===== config.mk =====
export PLATFORM = sky130hd
export DESIGN_NAME = fp_normalizer
export DESIGN_NICKNAME = d
export VERILOG_FILES = /design/src/rtl/fp_normalizer.sv
export SDC_FILE = /design/constraint.sdc
export NUM_CORES = 1
export LEC_CHECK = 0
export ABC_AREA = 1
export CAP_MARGIN = 20
export CORE_MARGIN = 8
export CORE_UTILIZATION = 48
export CTS_CLUSTER_SIZE = 14
export DETAILED_ROUTE_END_ITERATION = 16
export MAX_ROUTING_LAYER = met4
export PLACE_DENSITY = 0.84
export SLEW_MARGIN = 20
export SYNTH_ARGS = -nofsm -noshare
export SYNTH_HDL_FRONTEND = slang
export SYNTH_SLANG_ARGS = --single-unit

===== constraint.sdc =====
create_clock -name clk -period 1.48 [get_ports clk]
set_input_delay 0.296 -clock clk [delete_from_list [all_inputs] [get_ports clk]]
set_output_delay 0.296 -clock clk [all_outputs]
set_load 0.02 [all_outputs]

===== src/rtl/fp_normalizer.sv =====
// Two's-complement (12-bit) to unrounded sign/exponent/significand normalizer.
// Optional single-cycle shift via FP_NORMALIZER_FAST_EN; default is one bit per cycle.
`timescale 1ns/1ps

module fp_normalizer (
  input  logic        clk,
  input  logic        rst_n,
  input  logic        in_valid,
  output logic        in_ready,
  input  logic [11:0] d_in,
  output logic        out_valid,
  input  logic        out_ready,
  output logic        sign,
  output logic [2:0]  e_out,
  output logic [4:0]  f_out,
  output logic        sixth,
  output logic [1:0]  dbg_state
);

  localparam logic [1:0] S_IDLE  = 2'd0;
  localparam logic [1:0] S_ABS   = 2'd1;
  localparam logic [1:0] S_SHIFT = 2'd2;
  localparam logic [1:0] S_DONE  = 2'd3;

  // Handshakes: a transfer happens on a rising edge where valid && ready; the
  // producer holds its data stable while valid is high and ready is low, and
  // valid never drops without a transfer (other than by reset).

  logic [1:0]  state;
  logic [11:0] work;
  logic [10:0] mag;
  logic [10:0] abs_mag;

  // -2048 has no positive 12-bit counterpart, so it saturates to 2047.
  always_comb begin
    abs_mag = work[10:0];
    if (work == 12'h800)
      abs_mag = 11'h7FF;
    else if (work[11])
      abs_mag = ~work[10:0] + 11'd1;
  end

  assign in_ready  = (state == S_IDLE);
  assign dbg_state = state;

`ifdef FP_NORMALIZER_FAST_EN
  logic [2:0] lead_k;
  logic [5:0] shifted_top;

  // Shift distance that brings the leading one to bit 10, capped at 6.
  always_comb begin
    lead_k = 3'd6;
    for (int i = 4; i <= 10; i++) begin
      if (mag[i])
        lead_k = 3'(10 - i);
    end
    shifted_top = 6'((mag << lead_k) >> 5);
  end
`else
  logic [2:0] exp_cnt;
`endif

  always_ff @(posedge clk) begin
    if (!rst_n) begin
      state     <= S_IDLE;
      work      <= '0;
      mag       <= '0;
      sign      <= 1'b0;
      e_out     <= '0;
      f_out     <= '0;
      sixth     <= 1'b0;
      out_valid <= 1'b0;
`ifndef FP_NORMALIZER_FAST_EN
      exp_cnt   <= '0;
`endif
    end else begin
      case (state)
        S_IDLE: begin
          if (in_valid) begin
            work  <= d_in;
            state <= S_ABS;
          end
        end
        S_ABS: begin
          sign  <= work[11];
          mag   <= abs_mag;
`ifndef FP_NORMALIZER_FAST_EN
          exp_cnt <= 3'd6;
`endif
          state <= S_SHIFT;
        end
        S_SHIFT: begin
`ifdef FP_NORMALIZER_FAST_EN
          e_out     <= 3'd6 - lead_k;
          f_out     <= shifted_top[5:1];
          sixth     <= shifted_top[0];
          out_valid <= 1'b1;
          state     <= S_DONE;
`else
          // Stop once normalized, or once the exponent floor is reached.
          if (mag[10] || exp_cnt == 3'd0) begin
            e_out     <= exp_cnt;
            f_out     <= mag[10:6];
            sixth     <= mag[5];
            out_valid <= 1'b1;
            state     <= S_DONE;
          end else begin
            mag     <= {mag[9:0], 1'b0};
            exp_cnt <= exp_cnt - 3'd1;
          end
`endif
        end
        S_DONE: begin
          if (out_ready) begin
            out_valid <= 1'b0;
            state     <= S_IDLE;
          end
        end
        default: state <= S_IDLE;
      endcase
    end
  end

endmodule


* Word-level counts from Yosys, hierarchy flattened
Cells that the tools add are included.
Word-level totals: bits in registers 39, word-level logic and storage cells 43, bits of input ports 16
Cells by class: bitwise logic cells 1, reductions and logical operators 10, add/subtract/negate cells 2, multiplexer cells 13, eq/ne operators 8
Operators with widths (count):
- 2-to-1 mux 11 bit | 3
- case mux 11 bit (2 select lines) | 1
- equality test 12 bit, second input constant | 1
- adder 11 x 1 -> 11 bit, second input constant | 1
- NOT 11 bit | 1
- inequality test 2 bit, second input constant | 4
- case mux 2 bit (4 select lines) | 1
- 2-to-1 mux 2 bit | 3
- case mux 3 bit (2 select lines) | 1
- AND reduction 2 bit | 3
- AND reduction 3 bit | 2
- equality test 2 bit, second input constant | 2
- nonzero test 2 bit | 2
- logical NOT 3 bit | 1
- 2-to-1 mux 3 bit | 1
- subtractor 3 x 1 -> 3 bit, second input constant | 1
- equality test 2 x 1 -> 1 bit, second input constant | 1
- logical NOT 2 bit | 1
- 2-to-1 mux 1 bit | 2
- case mux 1 bit (2 select lines) | 1
- logical OR 1 bit | 1

* Logic depth before layout (Yosys ltp)
word-level depth 5, mapped depth 11

* Worst setup path after synthesis
No wires, ideal clock.
kind reg2reg, start register state[0], in the netlist dbg_state[0], end register mag[2], buffers on the path 0, stages on the path, launching flop included 10, required time 1370 ps, arrival 1529 ps, slack -159 ps, cell sequence dfxtp_1 -> inv_1 -> ha_1 -> inv_2 -> nor2_8 -> nor2_8 -> clkinv_4 -> or2_1 -> nand3_1 -> inv_1
On the way: cells in the longest elaborated chain, start to end 3, elaborated cells between the ends (all ways) 6, classes of those cells eq/ne: 3; mux: 1; reduce/logical: 2
Ends and longest elaborated chain:
- start: declaration | RTL line 29 | logic [1:0] state;
- start signal: assignment | RTL line 65 | state <= S_IDLE;
- start signal: assignment | RTL line 81 | state <= S_ABS;
- start signal: assignment | RTL line 90 | state <= S_SHIFT;
- equality test 2 bit / equality test 2 x 1 -> 1 bit (equally long branches) | RTL line 77 | case (state)
- inequality test 2 bit (no line) / nonzero test 2 bit (equally long branches)
- AND reduction 2 bit (no line)
- end signal: assignment | RTL line 86 | mag <= abs_mag;
- end signal: assignment | RTL line 108 | mag <= {mag[9:0], 1'b0};
- end: declaration | RTL line 31 | logic [10:0] mag;
Parallel ways exist; a longest one is shown, timed or not. A chain may end at the register's enable or synchronous reset.

* Worst setup path in the final report
start register exp_cnt[0], end register exp_cnt[0]
On the way: cells in the longest elaborated chain, start to end 4, elaborated cells between the ends (all ways) 7, classes of those cells add/sub: 1; eq/ne: 1; mux: 2; reduce/logical: 3
Ends and longest elaborated chain:
- start: declaration | RTL line 60 | logic [2:0] exp_cnt;
- start signal: assignment | RTL line 109 | exp_cnt <= exp_cnt - 3'd1;
- parallel branches: the longest is 4 deep, another holds subtractor 3 x 1 -> 3 bit
Parallel ways; which one is timed is not known. The select of a mux whose other input is x is not followed.

==> results.md <==
- Vias in the first global route: 2004
- Clock Root Buffer: clkbuf_8
- Critical-path top delay cell: dfxtp_2
- Final instance area: 2830 µm²
- Num CTS Buffers: 5
- Final design utilization: 0.707
- Violations in the final reports: setup timing
- Capturing point of the worst reg2reg path: exp_cnt[0]
- Max-cap viol count: 0
- HP Class: reg2reg
- Unique cell type count in the Yosys netlist: 36
- Kind of start point of the critical path: flip-flop
- Wire length of the first global-routing pass: 9000 µm
- Synthesized netlist net count: 295
- Worst Hold End: f_out[0]
- First-pass iteration count of the detailed router: 5
- Synthesis-stage register bit count: 39
- DRC errors left: 0
- Post-DP Area: 2520 µm²
- Worst path bufs/invs: 3
- Slew at the pin closest to its max-slew limit: 434 ps
- Xor/xnor share of the synthesized area: 0.00873
- Result of the run: finished with violations
- Starting density of the core: 0.502
- Ranking of synthesized cells by area: dfxtp_1 39%, nand2_1 9.2%, o21ai_0 7.0%, a21oi_1 6.0%, inv_1 5.8%
- Number of clock sinks: 39
- Count of cells along the worst register-to-register path: 9
- Proportion of synthesized chip area in sequential cells: 0.389
- Synthesized-area fraction occupied by adder cells: 0.0499
- Residual overflow from global routing: 0
- Antenna violations before repair: 0
- Series of cell instances along the critical path: inv_2 -> ha_4 -> ha_4 -> or2_4 -> nor2_8 -> buf_4 -> buf_4 -> o21ai_0 -> a21oi_1
- Post-Route Setup TNS: -2850 ps
- Register-to-register path setup slack: -290 ps
- Net total in the final layout: 352
- Final Setup Violations: 26
- Overall die width: 80.7 µm
- Metal3 WL: 353 µm
- Hold Crit Start: f_out[0]
- CTS tree: done
- Buffers added on ports: 29
- Total wirelength of the detailed-routed design: 6220 µm
- Post-synthesis share of cell area spent on and, or, nand and nor gates: 0.272
- Num rows: 23
- CP Data Arrival Time: 1970 ps
- Setup repair after global routing missed its margin: true
- P_int: 3.63 mW
- Final critical-path share of the clock period: 1.19
- Weighted congestion at the end of routability-driven global placement: 0.911
- Endpoint kind of the worst setup timing path: flip-flop
- Highest achievable clock rate: 567 MHz
- Portion of synthesized cell area occupied by the leading cell type: 0.389
- Max transition margin: 0.709
- Largest fanout on the critical path: 3
- Uppermost metal layer occupied by signal nets: met4
- Post-synthesis cell area: 2010 µm²
- Yosys synthesis warning count: 0
- Vert. Die Dim: 80.7 µm
- Critical Setup Path Class: reg2reg
- List of most frequent post-synthesis cells: 49 x nand2_1, 39 x dfxtp_1, 31 x inv_1
- Most used DFF post-synth: dfxtp_1
- Power per unit of standard cell area: 2350 nW/µm²
- Critical path data required time: 1680 ps
- Dominant combinational cell family by area after synthesis: simple AND/OR/NAND/NOR gates
- Clk network pwr share: 0.142
- Clk slew on worst S/H paths: 80 ps
- Flop pwr share: 0.257
- Net switching power: 3.03 mW
- Count of flip-flops with a built-in enable after synthesis: 0
- Count of vias placed by the detailed router: 2103
- Clock latency on the worst-skew pair: 300 ps
- Number of cells on the worst hold path: 2
- Final worst slack: -285 ps
- Maximum number of pins on one net before global-route repair: 24
- Count of nets left with antenna violations after detail routing: 0
- Cell with the most instances after synthesis: nand2_1
- Peak supply drop: 1.65 mV
- Max Transition Viols Final: 0
- Layout overhead on the synthesized area: 40.8%
- Leak Pwr: 1.31 nW
- Area inside the core boundary: 4000 µm²
- Count of boundary I/O pins: 30
- CTS HTree Levels: 2
- Cell class contributing the biggest share of worst-path delay: simple AND/OR/NAND/NOR gates
- Post-DR wirelength/cell: 16.4 µm
- Worst setup skew after layout: 5.33 ps
- Ratio of cells with drive above 1 in the final layout: 0.295
- Aggregate global-route resource usage: 0.179
- Number of cells produced by synthesis: 271
- Number of vias per cell: 5.55
- Bufs on Longest Clock Path: 2
- Complex-gate fraction of the synthesized area: 0.180
- Initial DRC Count: 203
- Die outline area: 6510 µm²
- Fraction of synthesized area in multiplexers: 0
- Share of total power in combinational logic: 0.601
- Sw Share: 0.455
- Worst stage delay on the critical path: 350 ps
- DP Wirelength: 3710 µm
- Length of routed met2 wiring: 3190 µm
- Mean instance size in the synthesized netlist: 7.41 µm²
- Final worst path period need: 1770 ps
- Cell type contributing the most total cell area after synthesis: dfxtp_1
- Reg-to-reg critical path startpoint: exp_cnt[0]
- Post-synth ARST share: 0
- Final Hold Fails: 0
- Diode insertion count for antenna repair: 0
- Wire length the detailed router placed on met1: 2410 µm
## placed cells by master (no fill, tap or decap), types with 2 or more instances in the layout
master,synthesis,layout
a221oi_2,0,2
clkbuf_8,0,6
inv_1,31,24
nand3_1,18,14
nor2_8,2,2
dlygate4sd2_1,0,12
o21ai_0,28,19
o21ai_2,1,6
o21ai_1,2,6
nor2_2,4,5
ha_1,8,3
a21oi_2,1,3
nand4_1,3,3
buf_4,1,27
a21oi_1,24,22
nand2_2,1,2
dfxtp_1,39,35
nor2_1,23,19
clkdlybuf4s50_1,0,15
inv_2,3,8
or2_1,4,4
nor2_4,0,4
ha_4,0,4
nand2_1,49,48
xor2_1,2,2
dfxtp_2,0,3
nand3_2,5,8
## worst min-delay path, delay by kind of cell (launching register included)
kind,cells,cell delay (ps)
DFF,1,320
and+or+nand+nor,1,60
AOI/OAI and AO/OA,1,50
## registers in the layout, summed over array words and instances, names as in the netlist
| name | flops |
|---|---|
| work | 12 |
| exp_cnt | 3 |
| f_out | 5 |
| out_valid | 1 |
| sixth | 1 |
| mag | 11 |
| dbg_state | 2 |
| sign | 1 |
| e_out | 3 |
## layer usage
| metal | global-route usage | vias to the layer above |
|---|---|---|
| met1 | 0.190 | 971 |
| met3 | 0.0480 | 27 |
| met2 | 0.294 | 103 |
| met4 | 0.104 | 0 |
| li1 | - | 1002 |
| met5 | - | - |
## per-stage QoR
step | std cells | worst slack (ps) | power [mW] | hold slack, ps
floorplan | 271 | -95.9 | 3.79 | 417
global placement | 363 | -81.0 | 4.70 | 455
detailed placement | 363 | -153 | 4.85 | 455
CTS | 375 | -93.4 | 5.96 | 468
global route | 379 | -328 | 7.04 | 504
finish | 379 | -285 | 6.66 | 470
## kinds of logic after synthesis
family                   after synthesis
buffers and inverters                 46
AND/OR/NAND/NOR                      112
flip-flops                            39
AO/OA/AOI/OAI                         64
adder cells (fa/ha/maj)                8
XOR/XNOR                               2
## power groups by stage
stage	logic [mW]	clock network, mW	registers, mW
floorplan	2.03	0	1.77
global placement	3.04	0	1.66
detailed placement	3.17	0	1.67
CTS	3.35	0.945	1.67
global route	4.30	0.994	1.75
finish	4.00	0.945	1.71
## how the worst max path moves through the flow
| stage | from | endpoint | slack, ps | depth (start not counted) |
|---|---|---|---|---|
| floorplan | exp_cnt[0] | mag[2] | -100 | 11 |
| global placement | exp_cnt[1] | mag[4] | -80 | 10 |
| detailed placement | dbg_state[0] | mag[4] | -150 | 10 |
| CTS | exp_cnt[0] | mag[4] | -90 | 10 |
| global route | exp_cnt[0] | exp_cnt[0] | -330 | 9 |
| finish | exp_cnt[0] | exp_cnt[0] | -290 | 9 |
## layout make-up
class / count / area [µm²]
clock inverters: 2 / 35.0
well taps: 50 / 62.6
multi-input cells: 187 / 1190
repair buffers: 58 / 503
inverters: 36 / 155
flip-flops and latches: 39 / 788
clock buffers: 6 / 82.6
fillers: 268 / 1170
repair inverters: 1 / 8.76
## timing repair
action                                  4_1_cts  5_1_grt
hold buffers                                  0        0
hold endpoints to repair                      0        0
pin swaps                                     5       12
endpoints found under the setup margin       39       26
cloned                                        2        0
buffers inserted                              2        4
gates resized for setup                      32       35
Power figures use the tool's default switching activity.
